--- config.mk ---
export PLATFORM = sky130hd
export DESIGN_NAME = bram_responder
export DESIGN_NICKNAME = d
export VERILOG_FILES = /design/src/rtl/bram_responder.sv
export SDC_FILE = /design/constraint.sdc
export NUM_CORES = 1
export LEC_CHECK = 0
export ABC_AREA = 1
export ABC_CLOCK_PERIOD_IN_PS = 1800
export BUFFER_PORTS_ARGS = -buffer_cell sky130_fd_sc_hd__buf_2
export CORE_UTILIZATION = 30
export DETAILED_ROUTE_END_ITERATION = 16
export PLACE_DENSITY = 0.6
export SLEW_MARGIN = 0
export SYNTH_ARGS = -nofsm -noshare
export SYNTH_HDL_FRONTEND = slang
export SYNTH_SLANG_ARGS = --single-unit
--- constraint.sdc ---
create_clock -name clk -period 1.8 [get_ports clk]
set_clock_uncertainty 0.1 [all_clocks]
set_input_delay 0.09 -clock clk [delete_from_list [all_inputs] [get_ports clk]]
set_output_delay 0.09 -clock clk [all_outputs]
set_load 0.02 [all_outputs]
--- src/rtl/bram_responder.sv ---
// Small BRAM that a host fills in ascending order (LOAD), then serves control-unit reads/writes (SERVE).
// Read latency 1, or 2 when BRAM_OUT_REG_EN is defined; fill port is held off (load_ready=0) once full.
module bram_responder #(
  parameter int BRAM_DEPTH = 2,
  parameter int DATA_WIDTH = 8
) (
  input  logic                  clk,
  input  logic                  reset,
  input  logic                  enable_cu,
  input  logic                  write_mode,
  input  logic [BRAM_DEPTH-1:0] address,
  input  logic [DATA_WIDTH-1:0] wr_data,
  input  logic                  load_valid,
  input  logic [DATA_WIDTH-1:0] load_data,
  output logic                  load_ready,
  input  logic                  flush,
  output logic [DATA_WIDTH-1:0] rd_data,
  output logic                  rd_valid,
  output logic                  mem_full,
  output logic                  access_err
);

  typedef enum logic {LOAD, SERVE} state_t;

  localparam logic [BRAM_DEPTH-1:0] PTR_LAST = '1;

  state_t                state_q;
  logic [BRAM_DEPTH-1:0] load_ptr_q;
  logic [BRAM_DEPTH-1:0] load_ptr_d;
  logic [DATA_WIDTH-1:0] rd_data_q;
  logic                  rd_valid_q;
  logic                  access_err_q;
  logic [DATA_WIDTH-1:0] mem [2**BRAM_DEPTH];

  logic load_wr;
  logic cu_acc;
  logic cu_wr;
  logic cu_rd;

  // Reset and flush both squash any access presented in the same cycle.
  assign load_wr    = (state_q == LOAD) && load_valid && !flush && !reset;
  assign cu_acc     = (state_q == SERVE) && enable_cu && !flush && !reset;
  assign cu_wr      = cu_acc && write_mode;
  assign cu_rd      = cu_acc && !write_mode;
  assign load_ptr_d = load_ptr_q + BRAM_DEPTH'(1);

  // Storage has no reset so contents survive reset and flush.
  always_ff @(posedge clk) begin
    if (load_wr) begin
      mem[load_ptr_q] <= load_data;
    end else if (cu_wr) begin
      mem[address] <= wr_data;
    end
  end

  always_ff @(posedge clk) begin
    if (reset) begin
      state_q      <= LOAD;
      load_ptr_q   <= '0;
      rd_data_q    <= '0;
      rd_valid_q   <= 1'b0;
      access_err_q <= 1'b0;
    end else if (flush) begin
      state_q    <= LOAD;
      load_ptr_q <= '0;
      rd_valid_q <= 1'b0;
    end else begin
      rd_valid_q <= cu_rd;
      if (cu_rd) begin
        rd_data_q <= mem[address];
      end
      case (state_q)
        LOAD: begin
          if (enable_cu) begin
            access_err_q <= 1'b1;
          end
          if (load_valid) begin
            load_ptr_q <= load_ptr_d;
            if (load_ptr_q == PTR_LAST) begin
              state_q <= SERVE;
            end
          end
        end
        default: begin
          state_q <= SERVE;
        end
      endcase
    end
  end

`ifdef BRAM_OUT_REG_EN
  logic [DATA_WIDTH-1:0] out_data_q;
  logic                  out_valid_q;

  // Second stage only captures valid data so rd_data still holds between pulses.
  always_ff @(posedge clk) begin
    if (reset) begin
      out_data_q  <= '0;
      out_valid_q <= 1'b0;
    end else if (flush) begin
      out_valid_q <= 1'b0;
    end else begin
      out_valid_q <= rd_valid_q;
      if (rd_valid_q) begin
        out_data_q <= rd_data_q;
      end
    end
  end

  assign rd_data  = out_data_q;
  assign rd_valid = out_valid_q;
`else
  assign rd_data  = rd_data_q;
  assign rd_valid = rd_valid_q;
`endif

  assign load_ready = (state_q == LOAD);
  assign mem_full   = (state_q == SERVE);
  assign access_err = access_err_q;

endmodule

# ---- Yosys cells after proc, flatten, opt, wreduce, memory -nomap -nowiden
# Memory sizes are Yosys's and may differ from the RTL's. A register that Yosys moved wholly into a read port is not among the register bits.
# Cells that the tools add are included.
dict set report totals {
  wordCells 36
  in_bits 24
  romBits 0
  latchBits 0
  output_inout_bits 12
  ram_bits 32
  mem_count 1
  reg_bits 5
}
dict set report classes {
  mul 0
  n_div 0
  bitwise_logic 2
  n_eq_ne 1
  add_sub_neg 1
  n_shift 0
  muxes 11
  reduce_logical 16
  magnitude_cmp 0
}
# name words width rd rd_clocked_by_memory_dff write_ports line
set memory_table {}
lappend memory_table {mem 4 8 1 1 1 33} ;# logic [DATA_WIDTH-1:0] mem [2**BRAM_DEPTH];
# op count
set op_table {}
lappend op_table {{$mux 1} 9}
lappend op_table {{$logic_and 1x1->1} 8}
lappend op_table {{$mux 8} 1}
lappend op_table {{$reduce_or 8->1} 1}
lappend op_table {{$reduce_and 2->1} 2}
lappend op_table {{$logic_not 1->1} 3}
lappend op_table {{$reduce_and 3->1} 1}
lappend op_table {{$add 2x1->2 const B} 1}
lappend op_table {{$eq 2x2->1 const B} 1}
lappend op_table {{$mux 2} 1}
lappend op_table {{$not 1->1} 2}
lappend op_table {{$reduce_or 2->1} 1}

# ---- Logic depth before layout (Yosys ltp)
# Gate-level depths: netlist of run 1.
dict set report logic_depth {
  word_depth 9
  ltp_mapped 9
  mapped_depth_nobuf 7
}

# ---- Worst setup path after synthesis of run 1
# OpenSTA, ideal clock, no wires.
dict set report synth_path {
  path_kind {flip-flop to flip-flop}
  from {register state_q (netlist: mem_full)}
  to {memory mem[0][0], enable pin}
  n_path_buf 1
  stages_incl_launch_ff 8
  required_ns 1.330
  arrival_time_ns 1.380
  setup_time_ns 0.370
  setup_slack_ns -0.051
  synth_period_minus_slack_ns 1.851
  cell_sequence {dfxtp_1 > nand2_1 > inv_2 > nand3_4 > buf_6 > nand2_2 > nand3_2 > nor2_1}
}
dict set report synth_via {
  elab_chain_len 9
  word_cells_on_any_way 16
  classes_between {mux (7); bitwise (1); reduce/logical (8)}
}
# element line
set synth_lines {}
lappend synth_lines {{from (decl)} 27} ;# state_t state_q;
lappend synth_lines {{from (signal assigned)} 58} ;# state_q <= LOAD;
lappend synth_lines {{from (signal assigned)} 64} ;# state_q <= LOAD;
lappend synth_lines {{from (signal assigned)} 80} ;# state_q <= SERVE;
lappend synth_lines {{$logic_and 1x1->1 (3 in a row)} 42} ;# assign cu_acc = (state_q == SERVE) && enable_cu && !flush && !reset;
lappend synth_lines {{$logic_and 1x1->1} 43} ;# assign cu_wr = cu_acc && write_mode;
lappend synth_lines {{$mux 1} 51} ;# end else if (cu_wr) begin
lappend synth_lines {{$mux 1} 49} ;# if (load_wr) begin
lappend synth_lines {{$mux 1 (not written as such)} 52} ;# mem[address] <= wr_data;
lappend synth_lines {{$reduce_or 8->1 (no line)} n/a}
lappend synth_lines {{$mux 2 (no line) / $mux 1 (equally long branches)} n/a}
lappend synth_lines {{to (decl)} 33}
# Several ways; a longest one is shown, not always the timed one.

# ---- Worst setup path after layout of run 1
dict set report layout_path {
  from {input port enable_cu}
  to {memory mem[2][4], enable pin}
}
dict set report layout_via {
  elab_chain_len 9
  word_cells_on_any_way 10
  classes_between {mux (5); reduce/logical (5)}
}
# element line
set layout_lines {}
lappend layout_lines {{from (decl)} 9} ;# input logic enable_cu,
lappend layout_lines {{$logic_and 1x1->1 (*) (3 in a row)} 42}
lappend layout_lines {{$logic_and 1x1->1 (*)} 43}
lappend layout_lines {{$mux 1 (*)} 51}
lappend layout_lines {{$mux 1 (*)} 49}
lappend layout_lines {{$mux 1 (not written as such) (*)} 52}
lappend layout_lines {{$reduce_or 8->1 (no line)} n/a}
lappend layout_lines {{$mux 2 (no line) / $mux 1 (equally long branches)} n/a}
# Mark *: on every way between the ends. The rest lies on a longest branch, timed or not.

==> results of run 1 <==
==> per-stage QoR <==
| step | setup TNS [ns] | util | instance area [um2] |
|---|---|---|---|
| after global routing | 0 | 0.3826 | 2499 |
| after floorplan | -1.620 | - | 2076 |
| after global placement | 0 | 0.3621 | 2365 |
| final | 0 | 0.3826 | 2499 |
| after CTS | 0 | 0.3803 | 2484 |
| after detailed placement | 0 | 0.3621 | 2365 |
==> cells by family after synthesis <==
group                    count (synthesis)
AND/OR/NAND/NOR                        129
buffers and inverters                   48
flip-flops                              45
AO/OA/AOI/OAI                           14
adder cells (fa/ha/maj)                  1
==> worst register-to-register path: stages (launching register included) <==
cell and delay (ns):
dfxtp_1 0.34, nand2_1 0.06, inv_2 0.11, nand3_4 0.16, nand2_1 0.11, o21ai_0 0.10
nor2_1 0.12, buf_4 0.18
==> worst paths after layout <==
check	to	slack [ns]	from	depth (start not counted)
worst min-delay path	access_err	0.02	flush	4
worst max register to register	mem[2][4]	0.24	mem_full	7
worst max-delay path	mem[2][4]	0.16	enable_cu	9
worst min register to register	access_err	0.35	access_err	2
==> area by class of cell <==
cell class,instances,share of cell area
Multi-Input combinational cell,144,0.2604
Timing Repair Buffer,49,0.1152
Clock inverter,3,0.008012
Tap cell,77,0.03856
Inverter,41,0.06159
Sequential cell,45,0.4887
Clock buffer,5,0.02754
==> cells in the final DEF, fill, tap and decap left out, types with 2 or more instances in the layout <==
cell type	netlist	routed
o21ai_1	8	8
clkinv_1	2	3
nor2_1	20	20
nand2_1	89	89
inv_2	2	2
nand3_2	2	2
buf_4	1	11
o21ai_0	3	3
nand3_1	10	10
nand2_2	2	2
edfxtp_1	32	32
dlygate4sd3_1	0	3
clkbuf_8	0	5
buf_2	4	35
dfxtp_1	13	13
inv_1	37	37
a21oi_1	2	2
nand4_1	2	2
==> sequential cells by signal, indices dropped and copies added, names as in the netlist <==
name	cells
rd_data	8
load_ptr_q	2
rd_valid	1
access_err	1
mem_full	1
mem	32
==> synth_stat cells <==
| master | count |
|---|---|
| edfxtp_1 | 32 |
| nand2_4 | 1 |
| nor2_4 | 1 |
| nand3_4 | 1 |
| buf_6 | 2 |
| nand2_2 | 2 |
| inv_2 | 2 |
| o21ai_2 | 1 |
| nand2_1 | 89 |
| o21ai_1 | 8 |
| nor2_1 | 20 |
| ha_1 | 1 |
| buf_2 | 4 |
| o21ai_0 | 3 |
| buf_4 | 1 |
| nand4_1 | 2 |
| nand3_2 | 2 |
| nand3_1 | 10 |
| clkinv_1 | 2 |
| a21oi_1 | 2 |
| dfxtp_1 | 13 |
| nand3b_4 | 1 |
| inv_1 | 37 |
==> metal layers <==
layer,vias up,track usage,routed length (um)
li1,829,-,-
met2,31,0.2016,1875
met5,-,0,0
met3,2,0.02724,108
met1,684,0.1629,1972
met4,0,0.04622,38
==> timing repair <==
item	in CTS	in global routing
buffers inserted	0	2
hold buffers	3	0
hold endpoints to repair	2	0
setup endpoints to repair	0	32
==> power breakdown <==
part	switching [mW]	leakage, nW	internal (mW)
sequential	0.00453	0.394	1.12
combinational	0.0866	0.808	0.0571
clock	0.343	0.0422	0.273
==> impl.org, run 1 <==
** Logic synthesis
- Register bit count reported by yosys :: 45
- Number of synthesis warnings :: 0
- The synthesized design spends more area on one cell type than any other, namely edfxtp_1.
- Synth top area share :: 0.4629
- Nets in the synthesized netlist :: roughly 260
- Ranked by total cell area, the synthesized netlist is headed by edfxtp_1, nand2_1, dfxtp_1, inv_1, nor2_1.
- Post-synthesis cell count :: 237
- Mapped Avg Cell Area :: 8.758 um2
- The portion of synthesized area spent on multiplexers is 0.
- After synthesis, the netlist uses 23 different library cells.
- Seq/Total Area, Yosys :: 0.5883
- Post-synthesis share of cell area spent on xor and xnor gates :: 0
- Dominant combinational cell family by area after synthesis :: simple AND/OR/NAND/NOR gates
- Fraction of the mapped netlist area in simple logic gates :: 0.2719
- Fraction of the mapped netlist area in adder cells :: 0.006028
- The area fraction in compound gates after synthesis was 0.03556.
- After synthesis the cells add up to 2076 um2.

** Timing
- Subtracting the final worst setup slack from the clock period gives ~1.6 ns.
- For this run, the top clock speed supported by timing is 610.4 MHz.
- Headroom to the max-slew limit came out at 0.7124.
- The number of hold violations in the final report came to 0.
- Share of the clock period used by the worst path after layout :: 0.9101
- Setup repair after global routing missed its margin :: no
- Hold timing on the final database bottoms out at a slack of around 0.018 ns.
- Actual transition at the worst max-transition pin :: between 0.4 and 0.5 ns
- Least setup slack across all paths after layout :: 0.1618 ns
- Setup violations remaining at the end of the flow were counted as 0.
- The final-report max-slew violation count is 0.

** Routing
- The detailed router finished its first iteration with 66 violations.
- Detailed routing inserted a total of 1,546 vias.
- For this block, the routed nets add up to 3.995 mm of wire.
- Via/cell ratio :: 4.247
- Before antenna repair, the detailed router went through 4 iterations.
- Remaining antenna violation count :: 0
- Routed len/inst :: between 10 and 15 um
- # DRC :: 0

** Clock network
- The clock reaches the later pin of the worst-skew pair after between 0.2 and 0.3 ns.
- Number of clock buffers inserted by TritonCTS :: 5
- For this design, the sink count on the clock tree is 45.
- TritonCTS built the clock tree.
- Clock-pin slew was measured on the worst setup and hold paths at about 0.080 ns.
- In this run the number of H-tree levels came out at 2.
- The tree is rooted in a clkbuf_8.
- Post-CTS repair changed the size of 0 cells.
- Maximum count of clock buffers along a single path :: 2

** Cells and area
- Post-layout net count :: 311
- Ant. Diodes :: 0
- Seq. cell area :: roughly 1200 um2
- Layout cells sized above 1 :: 0.2230
- Excluding fillers, the count of instances in the completed layout stands at 364.
- From synthesis to final layout, the design area changed by 20.37%.
- Number of filler instances in the final layout :: between 600 and 700
- Summing all multi-input logic gate instances after layout gives 650.6 um2.

** Placement
- Routability-driven placement finished with a final weighted congestion of 0.7364.
- Worst setup slack before clock tree synthesis :: 0.1483 ns
- During placement, the flow inserted port buffers numbering 35.
- In this run, placement finished with an instance count of 351.
- Summed over all nets, the half-perimeter wirelength after detailed placement is about 3.0 mm.

** Global routing
- Via count of the first global-routing pass :: 1,446
- Wire length of the first global-routing pass :: 6.941 mm
- Remaining Overflow, GRT :: 0
- In the global route stage, overall resource usage came out at 0.1242.
- Pin count of the biggest net entering global routing :: 18
- Number of antenna violations at the first check in global routing :: 0

** Worst hold path
- Worst Hold Class :: primary input to register

** Power and ir drop
- Lkg Pwr :: 1.244 nW
- In this run the power density over the cells is around 750 nW/um2.
- The worst-case IR drop observed on VDD is 0.2368 mV.
- Total power of the final layout :: around 1.9 mW

** Critical path
- The critical path is of the primary input to register type.
- Delay-heaviest family, CP :: buffers and inverters
- Cell repeated most along the worst path :: nand2_1
- Counting both buffers and inverters, the worst setup path holds a total of 4.
- Series of cell instances along the critical path :: dlygate4sd3_1 -> buf_2 -> nand2_1 -> inv_2 -> nand3_4 -> nand2_1 -> o21ai_0 -> nor2_1 -> buf_4
- The largest single stage delay on the critical path is between 0.5 and 0.6 ns.
- For the worst setup path, the data required time is 1.70 ns.
- Worst Path Max Fanout :: 10
- Slowest cell on the critical path :: dlygate4sd3_1
- STA classifies the critical path endpoint as a register.
- CP arrival :: between 1.5 and 2 ns
- STA classifies the critical path startpoint as a primary input.

** Floorplan
- Area enclosed by the die boundary :: 7256 um2
- Number of top-level pins :: 36
- The core region is around 6500 um2.
- Number of rows created at floorplan :: 29
- DIE HEIGHT :: 85.18 um
- Starting density of the core :: 0.3178
- The floorplan step set the die width to 85.18 um.

** Job
- Count of maximum capacitance violations :: 0

** Status
- The flow ran to the end, and the final reports show no timing, DRC or antenna violations.
No activity file was read; power rests on OpenSTA's default activity.
==> run 2, diff against run 1 <==
--- a/config.mk
+++ b/config.mk
@@ -7,11 +7,12 @@
 export LEC_CHECK = 0
 export ABC_AREA = 1
 export ABC_CLOCK_PERIOD_IN_PS = 1800
-export BUFFER_PORTS_ARGS = -buffer_cell sky130_fd_sc_hd__buf_2
-export CORE_UTILIZATION = 30
+export BUFFER_PORTS_ARGS = -buffer_cell sky130_fd_sc_hd__clkbuf_2
+export CORE_UTILIZATION = 48
 export DETAILED_ROUTE_END_ITERATION = 16
-export PLACE_DENSITY = 0.6
+export PLACE_DENSITY = 0.83
 export SLEW_MARGIN = 0
 export SYNTH_ARGS = -nofsm -noshare
 export SYNTH_HDL_FRONTEND = slang
 export SYNTH_SLANG_ARGS = --single-unit
+export TNS_END_PERCENT = 100
==> impl.org, run 2 (synthesis gave the netlist of run 1 again) <==
** Status
- The run finished with clean final reports.

** Placement
- Number of instances in the placed design :: 322 (-8.3%)
- The post-place setup slack was 0.1698 ns (+0.02153 ns).
- Number of I/O port buffers :: 35 (unchanged)
- Detail Placement HPWL :: 3.052 mm (+0.37%)
- Routability congestion estimate :: 0.8595 (+17%)

** Routing
- The routed length per instance came to 13.11 um (+19%).
- The met3 wire length is 245 um (+130%).
- The routed length on met1 is 1.943 mm (-1.5%).
- Top sig layer :: met4
- Via/cell ratio :: 4.697 (+11%)
- The post-detailed-routing wire length was 4.366 mm (+9.3%).
- Met2 layer wire length in the routed design :: 2.136 mm (+14%)
- Remaining antenna violation count :: 0 (unchanged)
- The iteration-0 DRC count of the detailed router came to 158 (+140%).
- The number of DRC violations after detailed routing came to 0 (unchanged).
- DR vias :: 1,564 (+1.2%)
- The first-pass iteration count of the detailed router came to 4 (unchanged).

** Power and ir drop
- Internal power summed over all cells :: 1.589 mW (+9.6%)
- PD cells :: 827.1 nW/um2 (+9.7%)
- The net switching power came to 0.4393 mW (+1.2%).
- Power share of the clock group :: 0.376 (+0.049)
- The combinational power share was 0.070 (-0.006).
- The sequential group share of total power is 0.554 (-0.042).
- The peak supply drop was 0.3642 mV (+54%).
- The post-layout total power was 2.028 mW (+7.7%).
- Lkg Pwr :: 1.239 nW (-0.45%)
- Net Sw Frac :: 0.2166 (-0.01395)

** Cells and area
- Relative to the synthesized area, the layout overhead comes to 18.14%.
- The final net count was 307 (-1.3%).
- Ant. Diodes :: 0 (unchanged)
- Most common cell after layout, fill and taps aside :: nand2_1
- Number of standard cells in the layout, taps in and fillers out :: 333 (-8.5%)
- Most used cells in the layout excluding fill and tap cells :: nand2_1, inv_1, clkbuf_2, edfxtp_1, nor2_1
- Layout cells sized above 1 :: 0.2191 (-0.003915)
- More flip-flops sit in one register than any other, and that register is mem.
- Flip-flop count of the largest register, all copies and words added :: 32 (unchanged)

** Timing
- The final hold slack came to 0.02579 ns (+0.007785 ns).
- Least setup slack across all paths after layout :: 0.1017 ns (-0.06007 ns)
- Highest attainable clock frequency :: 588.8 MHz (-3.5%)
- The transition time at the pin with the least slew margin was 0.3562 ns (-0.07227 ns).
- The accumulated negative setup slack is 0 ns (unchanged).
- The final critical-path share of the clock period was 0.9435 (+0.03337).
- The post-route minimum period was 1.698 ns (+0.06007 ns).
- The total of endpoints with negative setup slack in the final report was 0 (unchanged).
- Number of failing hold endpoints at the final stage :: 0 (unchanged)
- Slew Limit Fails :: 0 (unchanged)
- The relative slew slack was 0.7609 (+0.04850).

** Critical path
- Worst setup EP type :: register
- STA classifies the critical path startpoint as a primary input.
- Among all stages on the critical path, the largest delay is contributed by dlygate4sd3_1.
- Worst Path Max Fanout :: 10 (unchanged)
- Series of cell instances along the critical path :: dlygate4sd3_1 -> clkbuf_2 -> nand2_1 -> inv_2 -> nand3_4 -> nand2_1 -> o21ai_0 -> nor2_1 -> buf_4
- The most numerous cell type found on the critical path is nand2_1.
- The slack of the worst reg-to-reg path is 0.17 ns (-0.07 ns).
- The critical path is of the primary input to register type.
- CP arrival :: 1.61 ns (+0.07 ns)
- The biggest cell delay along the critical path came to 0.53 ns (about the same).
- Worst endpoint required time :: 1.71 ns (about the same)

** Global routing
- Via count of the first global-routing pass :: 1,384 (-4.3%)
- Pin count of the biggest net entering global routing :: 18 (unchanged)
- The global-route wire length before repair was 6.803 mm (-2.0%).
- The total grt overflow was 0 (unchanged).
- The initial antenna violation count was 0 (unchanged).
- Total Routing Usage GR :: 0.2106 (+0.08635)

** Clock network
- The number of CTS-inserted buffers was 5 (unchanged).
- The deepest level of the CTS H-tree is 2 (unchanged).
- The clock transition at the registers of the reported paths was 0.08 ns (about the same).
- Clock tree from TritonCTS :: built
- CTS placed an instance of clkbuf_8 at the clock tree root.
- The clock insertion delay at the later pin of the skew report came to 0.30 ns (about the same).
- Number of sinks handled by clock tree synthesis :: 45 (unchanged)
- The quantity of gates resized following cts was 0 (unchanged).
- The number of buffers between clock root and the deepest sink is 2 (unchanged).

** Floorplan
- The top-level port count was 36 (unchanged).
- The standard cell core area is 4086 um2 (-37%).
- The die width is 67.76 um (-20%).
- DIE HEIGHT :: 67.76 um (-20%)
- Starting density of the core :: 0.5080 (+0.1901)
- The number of placement rows came to 23 (-21%).
- Area enclosed by the die boundary :: 4591 um2 (-37%)

** Job
- Count of maximum capacitance violations :: 0 (unchanged)

** Worst hold path
- In this run the worst hold path is classified as primary input to register.
run 2: cell types whose count changed in the layout (fill, tap and decap cells not counted), sizes merged:
cell / delta
bufinv: +1
dlygate4sd3: -2
clkbuf: +36
clkinvlp: -1
buf: -37
inv: -1
run 2: power by group through the flow:
stage | Sequential [mW] | Combinational, mW | Clock, mW
global route | 1.13 | 0.159 | 0.818
detailed placement | 1.15 | 0.138 | 0
floorplan | 1.15 | 0.0806 | 0
CTS | 1.12 | 0.141 | 0.776
global placement | 1.15 | 0.135 | 0
finish | 1.12 | 0.142 | 0.762
run 2: layer usage:
layer / vias to the layer above / track usage
li1: 825 / -
met1: 670 / 0.2675
met2: 63 / 0.3354
met3: 6 / 0.05574
met4: 0 / 0.09043
met5: - / 0
run 2: timing repair:
item | CTS | global route
setup endpoints to repair | 0 | 16
hold buffers | 1 | 0
endpoints found under the hold margin | 1 | 0
buffers inserted | 0 | 2
run 2: area by class of cell:
cell class,instances,area (um2)
Clock buffer,6,72.57
Inverter,41,153.9
Timing Repair Buffer,45,252.7
Fill cell,348,1634
Tap cell,50,62.56
Sequential cell,45,1221
Multi-Input combinational cell,144,650.6
Clock inverter,2,38.79
run 2: worst paths after layout:
path | startpoint | cells after the start | to
worst min-delay path | flush | 4 | access_err
worst min register to register | access_err | 2 | access_err
worst max-delay path | enable_cu | 9 | mem[3][2]
worst max register to register | mem_full | 7 | mem[3][2]
run 2: worst max-delay path, delay by kind of cell:
kind / cells / cell delay (ns)
buf+inv: 4 / 0.95
compound gates: 1 / 0.11
simple gates: 4 / 0.45
run 2: per-stage QoR:
step	utilization	area, um2
2_1_floorplan	-	2076
3_3_place_gp	0.5667	2316
3_5_place_dp	0.5667	2316
4_1_cts	0.5964	2437
5_1_grt	0.6001	2452
6_report	0.6001	2452
